<file path="src/rtl/instr_fetch_unit.sv">
// Instruction fetch stage: reads instruction memory at pc1, waits MEM_LAT cycles,
// latches the word and opcode, then advances the PC or takes a pending jump.
module instr_fetch_unit #(
  parameter int DATA_W   = 16,
  parameter int ADDR_W   = 16,
  parameter int MEM_LAT  = 2,
  parameter int RESET_PC = 0
) (
  input  logic              CLOCK_50,
  input  logic              reset,
  input  logic              fetch_req,
  input  logic              pc_load,
  input  logic [ADDR_W-1:0] pc_in,
  input  logic [DATA_W-1:0] imem_data,
  output logic [ADDR_W-1:0] pc1,
  output logic              imem_rd,
  output logic [DATA_W-1:0] instr,
  output logic [3:0]        ir_out,
  output logic              instr_valid,
  output logic              busy
);

  localparam int CNT_W = (MEM_LAT > 1) ? $clog2(MEM_LAT) : 1;

  typedef enum logic [1:0] {
    S_IDLE    = 2'd0,
    S_ISSUE   = 2'd1,
    S_WAIT    = 2'd2,
    S_CAPTURE = 2'd3
  } state_t;

  state_t            state, state_nxt;
  logic [CNT_W-1:0]  wait_cnt;
  logic              pend_vld;
  logic [ADDR_W-1:0] pend_pc;

  always_ff @(posedge CLOCK_50) begin
    if (reset) state <= S_IDLE;
    else       state <= state_nxt;
  end

  // WAIT exits on the cycle its counter reaches zero, so it lasts MEM_LAT-1 cycles
  always_comb begin
    state_nxt = state;
    case (state)
      S_IDLE:    if (!pc_load && fetch_req) state_nxt = S_ISSUE;
      S_ISSUE:   state_nxt = (MEM_LAT > 1) ? S_WAIT : S_CAPTURE;
      S_WAIT:    if (wait_cnt <= CNT_W'(1)) state_nxt = S_CAPTURE;
      S_CAPTURE: state_nxt = S_IDLE;
      default:   state_nxt = S_IDLE;
    endcase
  end

  always_comb begin
    imem_rd = 1'b0;
    busy    = 1'b0;
    case (state)
      S_ISSUE:   begin imem_rd = 1'b1; busy = 1'b1; end
      S_WAIT:    busy = 1'b1;
      S_CAPTURE: busy = 1'b1;
      default:   ;
    endcase
  end

  always_ff @(posedge CLOCK_50) begin
    if (reset) begin
      wait_cnt <= '0;
    end else if (state == S_ISSUE) begin
      wait_cnt <= CNT_W'(MEM_LAT - 1);
    end else if (state == S_WAIT && wait_cnt != '0) begin
      wait_cnt <= wait_cnt - CNT_W'(1);
    end
  end

  // A jump seen in the CAPTURE cycle itself is the newest target and wins
  always_ff @(posedge CLOCK_50) begin
    if (reset) begin
      pc1         <= ADDR_W'(RESET_PC);
      pend_vld    <= 1'b0;
      pend_pc     <= '0;
      instr       <= '0;
      ir_out      <= '0;
      instr_valid <= 1'b0;
    end else begin
      instr_valid <= 1'b0;
      case (state)
        S_IDLE: begin
          if (pc_load) pc1 <= pc_in;
        end
        S_ISSUE, S_WAIT: begin
          if (pc_load) begin
            pend_vld <= 1'b1;
            pend_pc  <= pc_in;
          end
        end
        S_CAPTURE: begin
          instr       <= imem_data;
          ir_out      <= imem_data[DATA_W-1:DATA_W-4];
          instr_valid <= 1'b1;
          if (pc_load)       pc1 <= pc_in;
          else if (pend_vld) pc1 <= pend_pc;
          else               pc1 <= pc1 + ADDR_W'(1);
          pend_vld <= 1'b0;
        end
        default: ;
      endcase
    end
  end

endmodule

</file>
<file path="config.mk">
export PLATFORM = sky130hd
export DESIGN_NAME = instr_fetch_unit
export DESIGN_NICKNAME = d
export VERILOG_FILES = /design/src/rtl/instr_fetch_unit.sv
export SDC_FILE = /design/constraint.sdc
export NUM_CORES = 1
export LEC_CHECK = 0
export ABC_AREA = 1
export CAP_MARGIN = 20
export CELL_PAD_IN_SITES_DETAIL_PLACEMENT = 0
export CELL_PAD_IN_SITES_GLOBAL_PLACEMENT = 1
export CORE_MARGIN = 5
export CORE_UTILIZATION = 25
export CTS_CLUSTER_SIZE = 10
export DETAILED_ROUTE_END_ITERATION = 10
export GPL_ROUTABILITY_DRIVEN = 1
export PLACE_DENSITY_LB_ADDON = 0.2
export SYNTH_ARGS = -nofsm -noshare
export SYNTH_HDL_FRONTEND = slang
export SYNTH_SLANG_ARGS = --single-unit
export TNS_END_PERCENT = 30
</file>
<file path="constraint.sdc">
create_clock -name CLOCK_50 -period 1.8 [get_ports CLOCK_50]
set_clock_uncertainty 0.05 [all_clocks]
set_input_delay 0.36 -clock CLOCK_50 [delete_from_list [all_inputs] [get_ports CLOCK_50]]
set_output_delay 0.36 -clock CLOCK_50 [all_outputs]
set_load 0.02 [all_outputs]
</file>
==> metrics.txt <==
# TYPE chip_impl_metric gauge
chip_impl_metric{name="clock_tree.htree_level_count",unit=""} 2
chip_impl_metric{name="max_cap_viol_count",unit=""} 0
chip_impl_metric{name="postCtsHoldBufs",unit=""} 0
chip_impl_metric{name="maximum_number_of_pins_on_one_net_before_global_route_repair",unit=""} 35
chip_impl_metric{name="postRouteWirelength",unit="um"} 7590
chip_impl_metric{name="number_of_nets_produced_by_synthesis",unit=""} 403
chip_impl_metric{name="portion_of_total_power_attributed_to_sequential_cells",unit="%"} 37.3
chip_impl_metric{name="clock_insertion_delay_worst_skew",unit="ps"} 310
chip_impl_info{name="grt_setup_unrepaired",value="no"} 1
chip_impl_metric{name="area_of_the_die",unit="mm^2"} 0.0127
chip_impl_metric{name="dp.final_hpwl",unit="um"} 5470
chip_impl_metric{name="cp_slowest_stage_delay",unit="ps"} 620
chip_impl_metric{name="synth.yosys.seq_area_share",unit="%"} 39.5
chip_impl_metric{name="critPathMaxFanout",unit=""} 3
chip_impl_metric{name="tritoncts.num_buffers",unit=""} 5
chip_impl_metric{name="first_global_vias",unit=""} 2527
chip_impl_metric{name="period_minus_slack",unit="ps"} 1690
chip_impl_info{name="cts_tree",value="built"} 1
chip_impl_info{name="run_status",value="finished, final reports clean"} 1
chip_impl_info{name="worstSetupEndpointType",value="output pin"} 1
chip_impl_metric{name="yosys_register_bits",unit=""} 52
chip_impl_metric{name="timing.critical_path.arrival",unit="ps"} 1280
chip_impl_metric{name="dp_worst_setup_slack",unit="ps"} 18.3
chip_impl_metric{name="wl_per_cell",unit="um"} 13.4
chip_impl_metric{name="grt.total_usage",unit="%"} 11.8
chip_impl_metric{name="final_max_slew_viol_count",unit=""} 0
chip_impl_metric{name="power.switching_fraction",unit="%"} 41.5
chip_impl_metric{name="postSynthAreaPerCell",unit="um^2"} 7.30
chip_impl_metric{name="max-vdd-ir-drop",unit="uV"} 572
chip_impl_metric{name="powerDensity",unit="mW/mm^2"} 1310
chip_impl_info{name="clock-root-buffer",value="clkbuf_8"} 1
chip_impl_metric{name="port-buffer-count",unit=""} 74
chip_impl_metric{name="gp_congestion",unit=""} 0.742
chip_impl_metric{name="final_routed_drc_violation_total",unit=""} 0
chip_impl_metric{name="final.fill_count",unit=""} 1113
chip_impl_info{name="cpLargestDelayFamily",value="buffers and inverters"} 1
chip_impl_metric{name="total_clock_sinks",unit=""} 52
chip_impl_metric{name="report.final.setup_viol",unit=""} 0
chip_impl_metric{name="clkSlewWorstSetupHoldPaths",unit="ps"} 110
chip_impl_metric{name="multi_input_area",unit="mm^2"} 0.00132
chip_impl_info{name="crit_type",value="flip-flop to output pin"} 1
chip_impl_info{name="yosys-top-cells-area",value="dfxtp_1 39%, o21ai_0 11%, a21oi_1 10%"} 1
chip_impl_metric{name="power.share.combinational",unit="%"} 45.1
chip_impl_metric{name="part_of_the_total_power_dissipated_in_the_clock_network",unit="%"} 17.6
chip_impl_metric{name="internal_power",unit="W"} 0.00278
chip_impl_metric{name="floorplan.die.width",unit="um"} 113
chip_impl_info{name="hold_class",value="flip-flop to flip-flop"} 1
chip_impl_metric{name="initial_standard_cell_utilization_of_the_core",unit="%"} 25.5
chip_impl_metric{name="total_switching_power",unit="W"} 0.00197
chip_impl_metric{name="tightestPinTransition",unit="ps"} 418
chip_impl_metric{name="synth.cell_area",unit="mm^2"} 0.00264
chip_impl_metric{name="setup-tns-final",unit="ps"} 0
chip_impl_metric{name="detail_route.vias_per_cell",unit=""} 4.47
chip_impl_metric{name="synth.yosys.warnings",unit=""} 0
chip_impl_metric{name="timing.final.hold_violations",unit=""} 0
chip_impl_metric{name="worst_slew_margin_rel",unit="%"} 72.1
chip_impl_metric{name="worst_slack",unit="ps"} 109
chip_impl_metric{name="grt_first_pass_wirelength",unit="um"} 12400
chip_impl_metric{name="clk_path_buf_depth",unit=""} 2
chip_impl_metric{name="cellLeakagePower",unit="nW"} 1.51
chip_impl_metric{name="synth.top_cell.area_share",unit="%"} 39.5
chip_impl_metric{name="timing.fmax",unit="MHz"} 591
chip_impl_metric{name="fin_nets",unit=""} 472
chip_impl_metric{name="synth.lib_cells_used.distinct",unit=""} 26
chip_impl_metric{name="drt_pre_antenna_iters",unit=""} 4
chip_impl_info{name="startpoint_type",value="flip-flop"} 1
chip_impl_info{name="critical_path.cell_chain",value="clkdlybuf4s50_1"} 1
chip_impl_metric{name="num_antenna_cells",unit=""} 0
chip_impl_info{name="cp_slowest_cell",value="clkdlybuf4s50_1"} 1
chip_impl_metric{name="coreArea",unit="mm^2"} 0.0103
chip_impl_metric{name="worst-path-buf-inv",unit=""} 1
chip_impl_metric{name="post_cts.repair.setup_buffers",unit=""} 0
chip_impl_info{name="synth_top_area_cell",value="dfxtp_1"} 1
chip_impl_metric{name="die-height",unit="um"} 113
chip_impl_metric{name="grt_antenna_before_repair",unit=""} 0
chip_impl_metric{name="seq_area",unit="mm^2"} 0.00104
chip_impl_metric{name="global_route.overflow_total",unit=""} 0
chip_impl_metric{name="drt.antenna.violating_nets",unit=""} 0
chip_impl_metric{name="syn_inst",unit=""} 361
chip_impl_metric{name="flow.area_growth_from_synthesis",unit="%"} 37.5
chip_impl_metric{name="worstPathRequired",unit="ps"} 1390
chip_impl_metric{name="layout_worst_path_cycle_share",unit="%"} 93.9
chip_impl_metric{name="core.rowCount",unit=""} 37
chip_impl_metric{name="io_pins",unit=""} 75
chip_impl_metric{name="postPlaceCellArea",unit="mm^2"} 0.00352
chip_impl_metric{name="cell_area_after_layout",unit="mm^2"} 0.00363
chip_impl_metric{name="detailroute.via_count",unit=""} 2533
chip_impl_metric{name="drtIter0Drc",unit=""} 68
chip_impl_metric{name="drive_gt1_share",unit="%"} 11.8
kinds of logic (layout without fill, tap and decap cells):
group           count (synthesis)  after routing  share of synthesized area [%]
simple gates                  107            107                           18.3
xor+xnor                        5              5                           1.66
compound gates                130            130                           27.1
fa+ha+maj                       6              6                           2.85
flops                          52             52                           39.5
buf+inv                        61            131                           10.5
power by group through the flow:
| stage | Sequential [W] | Combinational [W] | Clock, W |
|---|---|---|---|
| 2_1_floorplan | 0.00197 | 0.00118 | 0 |
| 3_3_place_gp | 0.00181 | 0.00224 | 0 |
| 5_1_grt | 0.00183 | 0.00240 | 0.000913 |
| 3_5_place_dp | 0.00181 | 0.00224 | 0 |
| 4_1_cts | 0.00178 | 0.00218 | 0.000880 |
| 6_report | 0.00177 | 0.00214 | 0.000833 |
routing by layer:
layer	GRT usage, %	vias up	share of wire [%]
met5	0	-	0
met4	1.92	0	0.41
met3	4.01	2	7.0
met2	20.3	61	47
met1	14.7	1146	46
li1	-	1324	-
final timing paths:
check	slack [ps]	startpoint	endpoint	cells after the start
worst max-delay path	110	instr[13]	instr[13]	1
worst max register to register	220	pc1[1]	pc1[10]	8
worst min-delay path	400	pend_pc[1]	pend_pc[1]	2
worst min register to register	400	pend_pc[1]	pend_pc[1]	2
metrics by stage:
step	total power (W)	cells	util, %	hold slack, ps
after global placement	0.00405	559	34.1	380
after global routing	0.00514	567	35.1	423
after CTS	0.00484	567	35.0	410
after floorplan	0.00314	361	-	370
after detailed placement	0.00405	559	34.1	392
final	0.00475	567	35.1	405
cells in the mapped netlist (all sizes together):
library cell  count
ha                6
o211ai            1
nand3            15
buf              15
o21ai            61
clkbuf            8
nand4             3
xor2              3
nor2             50
a21oi            67
inv              38
nand2            39
xnor2             2
dfxtp            52
a211oi            1
sequential cells by signal, indices dropped and copies added, names as in the netlist:
register     cells
instr_valid      1
instr           16
pend_vld         1
pend_pc         16
state            2
pc1             16
timing repair:
item                       CTS  global route
setup endpoints to repair   14            10
gates cloned                 0             0
pin swaps                    0             0
gates resized for setup     15             8
layout make-up:
cell class | count | share of cell area [%]
Clock buffer | 5 | 1.90
Clock inverter | 3 | 1.17
Inverter | 38 | 4.07
Multi-Input combinational cell | 248 | 36.3
Sequential cell | 52 | 28.7
Tap cell | 136 | 4.69
Timing Repair Buffer | 85 | 23.1
placed cells by master, fill, tap and decap left out, types with 3 or more instances in the layout:
master and instances:
dfxtp_1 51, clkbuf_8 5, a21oi_1 54, o21ai_0 60
nand4_1 3, buf_4 9, nor2_1 44, inv_1 34
nand3_1 13, dlygate4sd2_1 13, dlymetal6s2s_1 4, clkdlybuf4s50_1 56
nand2_2 4, nor2_4 4, ha_1 6, xor2_1 3
a21oi_2 13, nand2_1 35
Note: power is estimated with default switching activity, not from simulation.
